File: src/rtl/branch_resolve_pkg.sv
// Shared definitions for the branch resolve path: FSM states, instruction
// size and queue entry field widths.
package branch_resolve_pkg;

  typedef enum logic [0:0] {
    BR_RES_RUN   = 1'b0,
    BR_RES_FLUSH = 1'b1
  } br_res_state_e;

  localparam int INSN_BYTES = 4;
  localparam int TAKEN_W    = 1;

  // Queue entry is {pc, taken, target}.
  function automatic int entry_w(input int xlen);
    return xlen + TAKEN_W + xlen;
  endfunction

endpackage

File: src/rtl/branch_resolve_pred_fifo.sv
// pred_fifo: synchronous FIFO with clear, full/empty flags and no bypass.
// A pop never frees a slot for a push in the same cycle.
module pred_fifo #(
  parameter int DEPTH = 4,
  parameter int WIDTH = 65
) (
  input  logic             clk,
  input  logic             rst,
  input  logic             clr,
  input  logic             push,
  input  logic             pop,
  input  logic [WIDTH-1:0] wdata,
  output logic [WIDTH-1:0] rdata,
  output logic             full,
  output logic             empty
);

  localparam int PTR_W = $clog2(DEPTH);
  localparam int CNT_W = PTR_W + 1;

  logic [WIDTH-1:0] mem_q [DEPTH];
  logic [PTR_W-1:0] wr_ptr_q, wr_ptr_d;
  logic [PTR_W-1:0] rd_ptr_q, rd_ptr_d;
  logic [CNT_W-1:0] count_q, count_d;
  logic             do_push, do_pop;

  assign full    = (count_q == CNT_W'(DEPTH));
  assign empty   = (count_q == '0);
  assign do_push = push && !full && !clr;
  assign do_pop  = pop && !empty && !clr;
  assign rdata   = mem_q[rd_ptr_q];

  always_comb begin
    wr_ptr_d = wr_ptr_q;
    rd_ptr_d = rd_ptr_q;
    count_d  = count_q;
    if (clr) begin
      wr_ptr_d = '0;
      rd_ptr_d = '0;
      count_d  = '0;
    end else begin
      if (do_push) wr_ptr_d = wr_ptr_q + 1'b1;
      if (do_pop)  rd_ptr_d = rd_ptr_q + 1'b1;
      count_d = count_q + CNT_W'(do_push) - CNT_W'(do_pop);
    end
  end

  always_ff @(posedge clk or posedge rst) begin
    if (rst) begin
      wr_ptr_q <= '0;
      rd_ptr_q <= '0;
      count_q  <= '0;
    end else begin
      wr_ptr_q <= wr_ptr_d;
      rd_ptr_q <= rd_ptr_d;
      count_q  <= count_d;
    end
  end

  // Storage carries no reset; validity is tracked by count_q.
  always_ff @(posedge clk) begin
    if (do_push) mem_q[wr_ptr_q] <= wdata;
  end

endmodule

File: src/rtl/branch_resolve.sv
// Queues static branch predictions and checks them in order against execute;
// a mispredict flushes the queue and pulses redirect/flush for one cycle.
// Optional statistics counters: define BRANCH_RESOLVE_STATS_EN.
module branch_resolve
  import branch_resolve_pkg::*;
#(
  parameter int DEPTH = 4,
  parameter int XLEN  = 32
) (
  input  logic            clk,
  input  logic            rst,
  input  logic            pred_valid,
  output logic            pred_ready,
  input  logic [XLEN-1:0] pred_pc,
  input  logic            pred_taken,
  input  logic [XLEN-1:0] pred_target,
  input  logic            res_valid,
  output logic            res_ready,
  input  logic            res_taken,
  input  logic [XLEN-1:0] res_target,
  output logic            redirect,
  output logic [XLEN-1:0] redirect_pc,
  output logic            flush
`ifdef BRANCH_RESOLVE_STATS_EN
  ,
  output logic [31:0]     stat_resolved,
  output logic [31:0]     stat_mispredict
`endif
);

  localparam int ENTRY_W = entry_w(XLEN);

  br_res_state_e    state_q, state_d;
  logic [XLEN-1:0]  redirect_pc_q, redirect_pc_d;
  logic [ENTRY_W-1:0] head;
  logic [XLEN-1:0]  head_pc, head_target;
  logic             head_taken;
  logic             fifo_full, fifo_empty;
  logic             res_fire, mispredict, do_pop, do_clr;

  assign {head_pc, head_taken, head_target} = head;

  assign pred_ready  = (state_q == BR_RES_RUN) && !fifo_full;
  assign res_ready   = (state_q == BR_RES_RUN) && !fifo_empty;
  assign redirect    = (state_q == BR_RES_FLUSH);
  assign flush       = (state_q == BR_RES_FLUSH);
  assign redirect_pc = redirect_pc_q;

  assign res_fire   = res_valid && res_ready;
  assign mispredict = (head_taken != res_taken) ||
                      (res_taken && (head_target != res_target));
  assign do_pop     = res_fire && !mispredict;
  assign do_clr     = res_fire && mispredict;

  // A push coinciding with a mispredict is wrong-path; the clear drops it.
  pred_fifo #(.DEPTH(DEPTH), .WIDTH(ENTRY_W)) u_pred_fifo (
    .clk   (clk),
    .rst   (rst),
    .clr   (do_clr),
    .push  (pred_valid && pred_ready),
    .pop   (do_pop),
    .wdata ({pred_pc, pred_taken, pred_target}),
    .rdata (head),
    .full  (fifo_full),
    .empty (fifo_empty)
  );

  always_comb begin
    state_d       = state_q;
    redirect_pc_d = redirect_pc_q;
    case (state_q)
      BR_RES_RUN: begin
        if (do_clr) begin
          state_d       = BR_RES_FLUSH;
          redirect_pc_d = res_taken ? res_target : head_pc + XLEN'(INSN_BYTES);
        end
      end
      BR_RES_FLUSH: state_d = BR_RES_RUN;
      default:      state_d = BR_RES_RUN;
    endcase
  end

  always_ff @(posedge clk or posedge rst) begin
    if (rst) begin
      state_q       <= BR_RES_RUN;
      redirect_pc_q <= '0;
    end else begin
      state_q       <= state_d;
      redirect_pc_q <= redirect_pc_d;
    end
  end

`ifdef BRANCH_RESOLVE_STATS_EN
  logic [31:0] stat_resolved_q, stat_resolved_d;
  logic [31:0] stat_mispredict_q, stat_mispredict_d;

  always_comb begin
    stat_resolved_d   = stat_resolved_q + 32'(res_fire);
    stat_mispredict_d = stat_mispredict_q + 32'(do_clr);
  end

  always_ff @(posedge clk or posedge rst) begin
    if (rst) begin
      stat_resolved_q   <= '0;
      stat_mispredict_q <= '0;
    end else begin
      stat_resolved_q   <= stat_resolved_d;
      stat_mispredict_q <= stat_mispredict_d;
    end
  end

  assign stat_resolved   = stat_resolved_q;
  assign stat_mispredict = stat_mispredict_q;
`endif

endmodule

File: config.mk
export PLATFORM = sky130hd
export DESIGN_NAME = branch_resolve
export DESIGN_NICKNAME = d
export VERILOG_FILES = /design/src/rtl/branch_resolve_pkg.sv /design/src/rtl/branch_resolve_pred_fifo.sv /design/src/rtl/branch_resolve.sv
export SDC_FILE = /design/constraint.sdc
export NUM_CORES = 1
export LEC_CHECK = 0
export ABC_AREA = 1
export CORE_ASPECT_RATIO = 1.2
export CORE_UTILIZATION = 32
export DETAILED_ROUTE_END_ITERATION = 12
export SYNTH_ARGS = -nofsm -noshare
export SYNTH_HDL_FRONTEND = slang
export SYNTH_SLANG_ARGS = --single-unit
File: constraint.sdc
create_clock -name clk -period 6.9 [get_ports clk]
set_input_delay 0.69 -clock clk [delete_from_list [all_inputs] [get_ports clk]]
set_output_delay 0.69 -clock clk [all_outputs]
set_load 0.01 [all_outputs]
## Word level (Yosys, flattened, before mapping)

Memories as Yosys holds them, arrays and structs flattened.
Index checks and enable logic that the tools add are counted.
Widths: inputs -> output; s select.

- Bits in registers: 40
- RAM bits: 260
- Output and inout port bits: 36
- Word-level logic and storage cells: 45
- Memories kept: 1

- $add $sub $neg: 5
- Eq/ne operators: 3
- Multiplexer cells: 10
- Bitwise logic cells: 1
- Reduce and logical (&&, ||, !) cells: 20

Memories:

| memory | depth | width | rd ports | clocked after Yosys merged registers in | write ports | RTL line | source |
|---|---|---|---|---|---|---|---|
| u_pred_fifo.mem_q | 4 | 65 | 1 | 0 | 1 | branch_resolve_pred_fifo.sv:21 | `logic [WIDTH-1:0] mem_q [DEPTH];` |

Operators by type and width:

| kind | number |
|---|---|
| $add 32x3->32 const B | 1 |
| $mux 32 | 1 |
| $ne 32x32->1 | 1 |
| $logic_and 1x1->1 | 11 |
| $mux 2 | 4 |
| $add 2x1->2 const B | 2 |
| $logic_not 1->1 | 4 |
| $reduce_bool 2->1 | 2 |
| $add 3x1->3 | 1 |
| $eq 3x3->1 const B | 1 |
| $logic_not 3->1 | 1 |
| $mux 1 | 3 |
| $mux 3 | 1 |
| $sub 3x1->3 | 1 |
| $pmux 1 s2 | 1 |
| $reduce_and 2->1 | 1 |
| $logic_or 1x1->1 | 1 |
| $ne 1x1->1 | 1 |
| $not 1->1 | 1 |

## Depth between registers and ports, before layout

- Depth after elaboration: 10
- Gate-level depth with buffers: 24
- Gate-level depth less buffers: 21

## By module

From an unflattened synthesis, not the netlist that was laid out.

- Cell total of the unflattened synthesis: 1253
- Area, all modules: 13864.5 µm²

By module, submodules not included:

| module | instances | cells each | area each (µm²) | sequential area each (µm²) |
|---|---|---|---|---|
| pred_fifo | 1 | 691 | 10711.5 | 7982.7 |
| branch_resolve | 1 | 562 | 3153.0 | 825.8 |

## Least setup slack after synthesis

No wires, ideal clock.

- Kind: reg2reg
- From: register u_pred_fifo.rd_ptr_q[0]
- To: memory u_pred_fifo.mem_q[0][0] (enable)
- Library setup time: 0.488 ns
- Data arrival time: 4.493 ns
- Required time: 6.412 ns
- Setup slack: 1.919 ns
- Cell stages (with the launch flop): 18
- Period minus slack after synthesis: 4.981 ns
- Cell sequence: dfrtp_1 > buf_6 > inv_4 > buf_6 > buf_6 > nand2_1 > nand3_1 > nand3_1 > nor2_1 > nand2_1 > nor2_1 > nand2_1 > nor2_1 > nand3_1 > nand3_2 > buf_6 > nand2_1 > nor2_1

- Longest elaborated chain between the ends: 9

RTL lines:

| element | RTL line | source |
|---|---|---|
| from (decl) | branch_resolve_pred_fifo.sv:23 | `logic [PTR_W-1:0] rd_ptr_q, rd_ptr_d;` |
| from (signal assigned) | branch_resolve_pred_fifo.sv:55 | `rd_ptr_q <= rd_ptr_d;` |
| $mem_v2 4x65 (*) | -- |  |
| $ne 32x32->1 | branch_resolve.sv:51 | `(res_taken && (head_target != res_target));` |
| $logic_and 1x1->1 | branch_resolve.sv:51 |  |
| $logic_or 1x1->1 (*) | branch_resolve.sv:50 | `assign mispredict = (head_taken != res_taken) \|\|` |
| $logic_and 1x1->1 (*) | branch_resolve.sv:53 | `assign do_clr = res_fire && mispredict;` |
| $logic_not 1->1 (*) | branch_resolve_pred_fifo.sv:29 | `assign do_push = push && !full && !clr;` |
| $logic_and 1x1->1 (*) | branch_resolve_pred_fifo.sv:29 |  |
| $mux 1 (*) | branch_resolve_pred_fifo.sv:62 | `if (do_push) mem_q[wr_ptr_q] <= wdata;` |
| $mux 1 (not written as such) (*) | branch_resolve_pred_fifo.sv:62 |  |
| to (decl) | branch_resolve_pred_fifo.sv:21 |  |

Mark *: on every way between the ends. The rest lies on a longest branch, timed or not.

## Final worst setup path

- From: register u_pred_fifo.rd_ptr_q[0]
- To: memory u_pred_fifo.mem_q[3][64] (enable)

The elaborated chain is that of the path after synthesis.

==> run_results.csv <==
group,metric,value,unit
run_status,run_status,"finished clean",
timing,finalMaxSlewViolations,0,
global_route,first_global_vias,9120,
placed_design,port_buffers,137,
setup_path,cpPeakStageDelay,990,ps
timing,min_period_over_period,74.4,%
timing,fmax,195,MHz
finish,num_antenna_cells,0,
detailed_routing,first_pass_iters,7,
power,power.static_leakage,6.41,nW
logic_synthesis,postSynthCellCount,1332,
power,p_total,6.44,mW
placed_design,dp_hpwl,24400,µm
clocking,tritoncts.num_buffers,29,
setup_path,end_kind,"register",
floorplan,row_count,82,
min_path,worstHoldPathType,"reg2reg",
clocking,cts.hold.buffers_added,0,
logic_synthesis,yosysWarningCount,0,
floorplan,floorplan.die_area,0.0431,mm²
setup_path,worst_ep_arrival_time,5340,ps
logic_synthesis,synthDistinctLibCells,35,
logic_synthesis,postSynth.topFlopCell,"edfxtp_1",
logic_synthesis,netlist.top_cell.by_area,"edfxtp_1",
detailed_routing,routedWlPerCell,17.8,µm
timing,setup-tns-final,0,ps
detailed_routing,drtAntennaViolNets,0,
finish,area_growth_syn_to_layout,20.1,%
placed_design,finalWeightedCongestion,0.861,
setup_path,crit_required,7110,ps
setup_path,critical_path_class,"reg2reg",
global_route,grt_overflow,0,
timing,worst_slew_margin_rel,31.7,%
placed_design,pre_cts_setup_slack,1770,ps
power,p_per_area,396,mW/mm²
power,vdd_ir_drop_max,178,µV
global_route,groute.usage.overall,16.7,%
logic_synthesis,synth_area_per_cell,10.2,µm²
timing,setup_slack,1770,ps
floorplan,pin_count,138,
clocking,max-clock-path-buffers,3,
detailed_routing,postRouteWirelength,36000,µm
logic_synthesis,synth_commonest_cells,"nand2_1 (486), edfxtp_1 (260), nand3_1 (139), inv_1 (95), nor2_1 (80)",
setup_path,timing.critical_path.cells,"inv_4 > nand2_1 > nand3_1 > nand2_1 > nand2_1 > nand2_1 > inv_1 > nor2_1 > nand2_1 > nor2_1 > nand3_1 > nand3_2 > buf_4 > nand2_1 > nor2_4 > buf_4",
detailed_routing,initialDrtViolationCount,646,
clocking,postCtsSetupRepairBufs,0,
clocking,cts_sinks,300,
global_route,grt_start_max_net_pins,75,
setup_path,worst-path-max-fanout,74,
timing,timing.final.hold_violations,0,
detailed_routing,vias_per_cell,4.79,
finish,share_of_layout_cells_above_drive_strength_1,4.81,%
logic_synthesis,synth_top_cells_by_area,"edfxtp_1 (58%), nand2_1 (13%), dfrtp_1 (7.4%)",
floorplan,chip_height,227,µm
logic_synthesis,synth_most_common_cell,"nand2_1",
flow_run,max_cap_violations,0,
setup_path,path_common_cell,"nand2_1",
floorplan,width_of_the_die,190,µm
floorplan,initial_core_util,32.4,%
clocking,cts_root_buffer,"clkbuf_16",
logic_synthesis,synth-seq-cells,300,
logic_synthesis,synth_nets,1442,
global_route,grt_antenna_before_repair,0,
logic_synthesis,number_of_synthesized_flops_with_an_enable_pin,260,
logic_synthesis,synth_sequential_area_ratio,65.1,%
global_route,grt_pass1_wl,53800,µm
timing,setup_violations,0,
setup_path,critical_path.startpoint_type,"register",
logic_synthesis,synth_async_sr_flop_share,13.3,%
clocking,tritoncts,"done",
clocking,cts_resized,0,
detailed_routing,drt_drc_violations_left,0,
logic_synthesis,yosysTopAreaCellShare,57.7,%
clocking,cts_max_level,1,
timing,timing_worst_slew_pin_value,1020,ps
logic_synthesis,synth.cell_area,0.0135,mm²
detailed_routing,vias,9699,
clocking,clkTransAtPathRegs,60,ps
finish,nNetsFinal,1564,
clocking,clkLatencyLatePin,560,ps
timing,finalWorstPathRequiredPeriod,5130,ps
setup_path,critical_path.slowest_cell,"dfrtp_4",
timing,final.setup_skew,17.0,ps
floorplan,fp.coreArea,0.0418,mm²
timing,rsz_0062_raised_after_global_routing,"false",
sequential cells by signal (all words and copies together), names as in the netlist:
signal                cells
u_pred_fifo.rd_ptr_q      2
u_pred_fifo.mem_q       260
u_pred_fifo.count_q       3
flush                     1
redirect_pc              32
u_pred_fifo.wr_ptr_q      2
worst max-delay path: cells and delay by family (launching register included):
| kind | cells | cell delay, ps |
|---|---|---|
| AND/OR/NAND/NOR | 12 | 2210 |
| flip-flops | 1 | 990 |
| buffers and inverters | 4 | 1480 |
stage by stage:
stage	utilization, %	cells	area, µm²	hold WS [ps]
6_report	38.9	2023	16300	485
3_3_place_gp	36.7	1969	15300	472
5_1_grt	38.9	2023	16300	507
4_1_cts	38.9	2023	16300	489
3_5_place_dp	36.7	1969	15300	472
2_1_floorplan	-	1332	13500	514
layout by cell type, fill, tap and decap left out, types with 8 or more instances in the layout:
cell type and count:
edfxtp_1 260, o21ai_0 55, buf_4 13, clkbuf_16 29, nor2_1 76, a21oi_1 20
o21ai_1 14, clkdlybuf4s50_1 137, inv_1 93, o211ai_1 10, nand2_1 486, nand3b_1 10
nand3_1 139, xor2_1 15, dfrtp_1 38, nand4_1 8
area by class of cell:
cell class                      instances  area, µm²
Timing Repair Buffer                  151       1490
Clock buffer                           36        752
Fill cell                            3978      25500
Tap cell                              546        683
Inverter                               97        367
Clock inverter                         18        173
Multi-Input combinational cell        875       3980
Sequential cell                       300       8810
path summary, 6_finish.rpt:
check                                              from                        to  slack [ps]  cells after the start
min in group asynchronous                           rst           redirect_pc[29]         640                      2
worst min register to register          redirect_pc[20]           redirect_pc[20]         480                      2
max in group asynchronous                           rst   u_pred_fifo.rd_ptr_q[0]        5600                      2
worst max register to register  u_pred_fifo.rd_ptr_q[0]  u_pred_fifo.mem_q[3][64]        1770                     16
worst min-delay path                    redirect_pc[20]           redirect_pc[20]         480                      2
worst max-delay path            u_pred_fifo.rd_ptr_q[0]  u_pred_fifo.mem_q[3][64]        1770                     16
layer usage:
layer,routed length [µm],vias to the layer above,track usage [%]
li1,-,4702,-
met1,15900,4623,22.4
met2,16800,316,26.9
met3,1890,58,2.10
met4,1470,0,7.52
met5,0,-,0
where the power goes:
part	leakage [nW]	switching [mW]	internal [mW]
Combinational	3.10	1.58	0.791
Clock	0.444	0.653	0.886
Sequential	2.86	0.202	2.33
Total	6.41	2.43	4.01
cells by family (layout without fill, tap and decap cells):
logic type	count (synthesis)	count (layout)	synth area share [%]
fa+ha+maj	8	8	0.795
simple gates	733	733	22.3
compound gates	107	107	4.27
buf+inv	157	302	5.73
xor+xnor	22	22	1.42
flops	300	300	65.1
mux	5	5	0.370
Power figures use the tool's default switching activity.
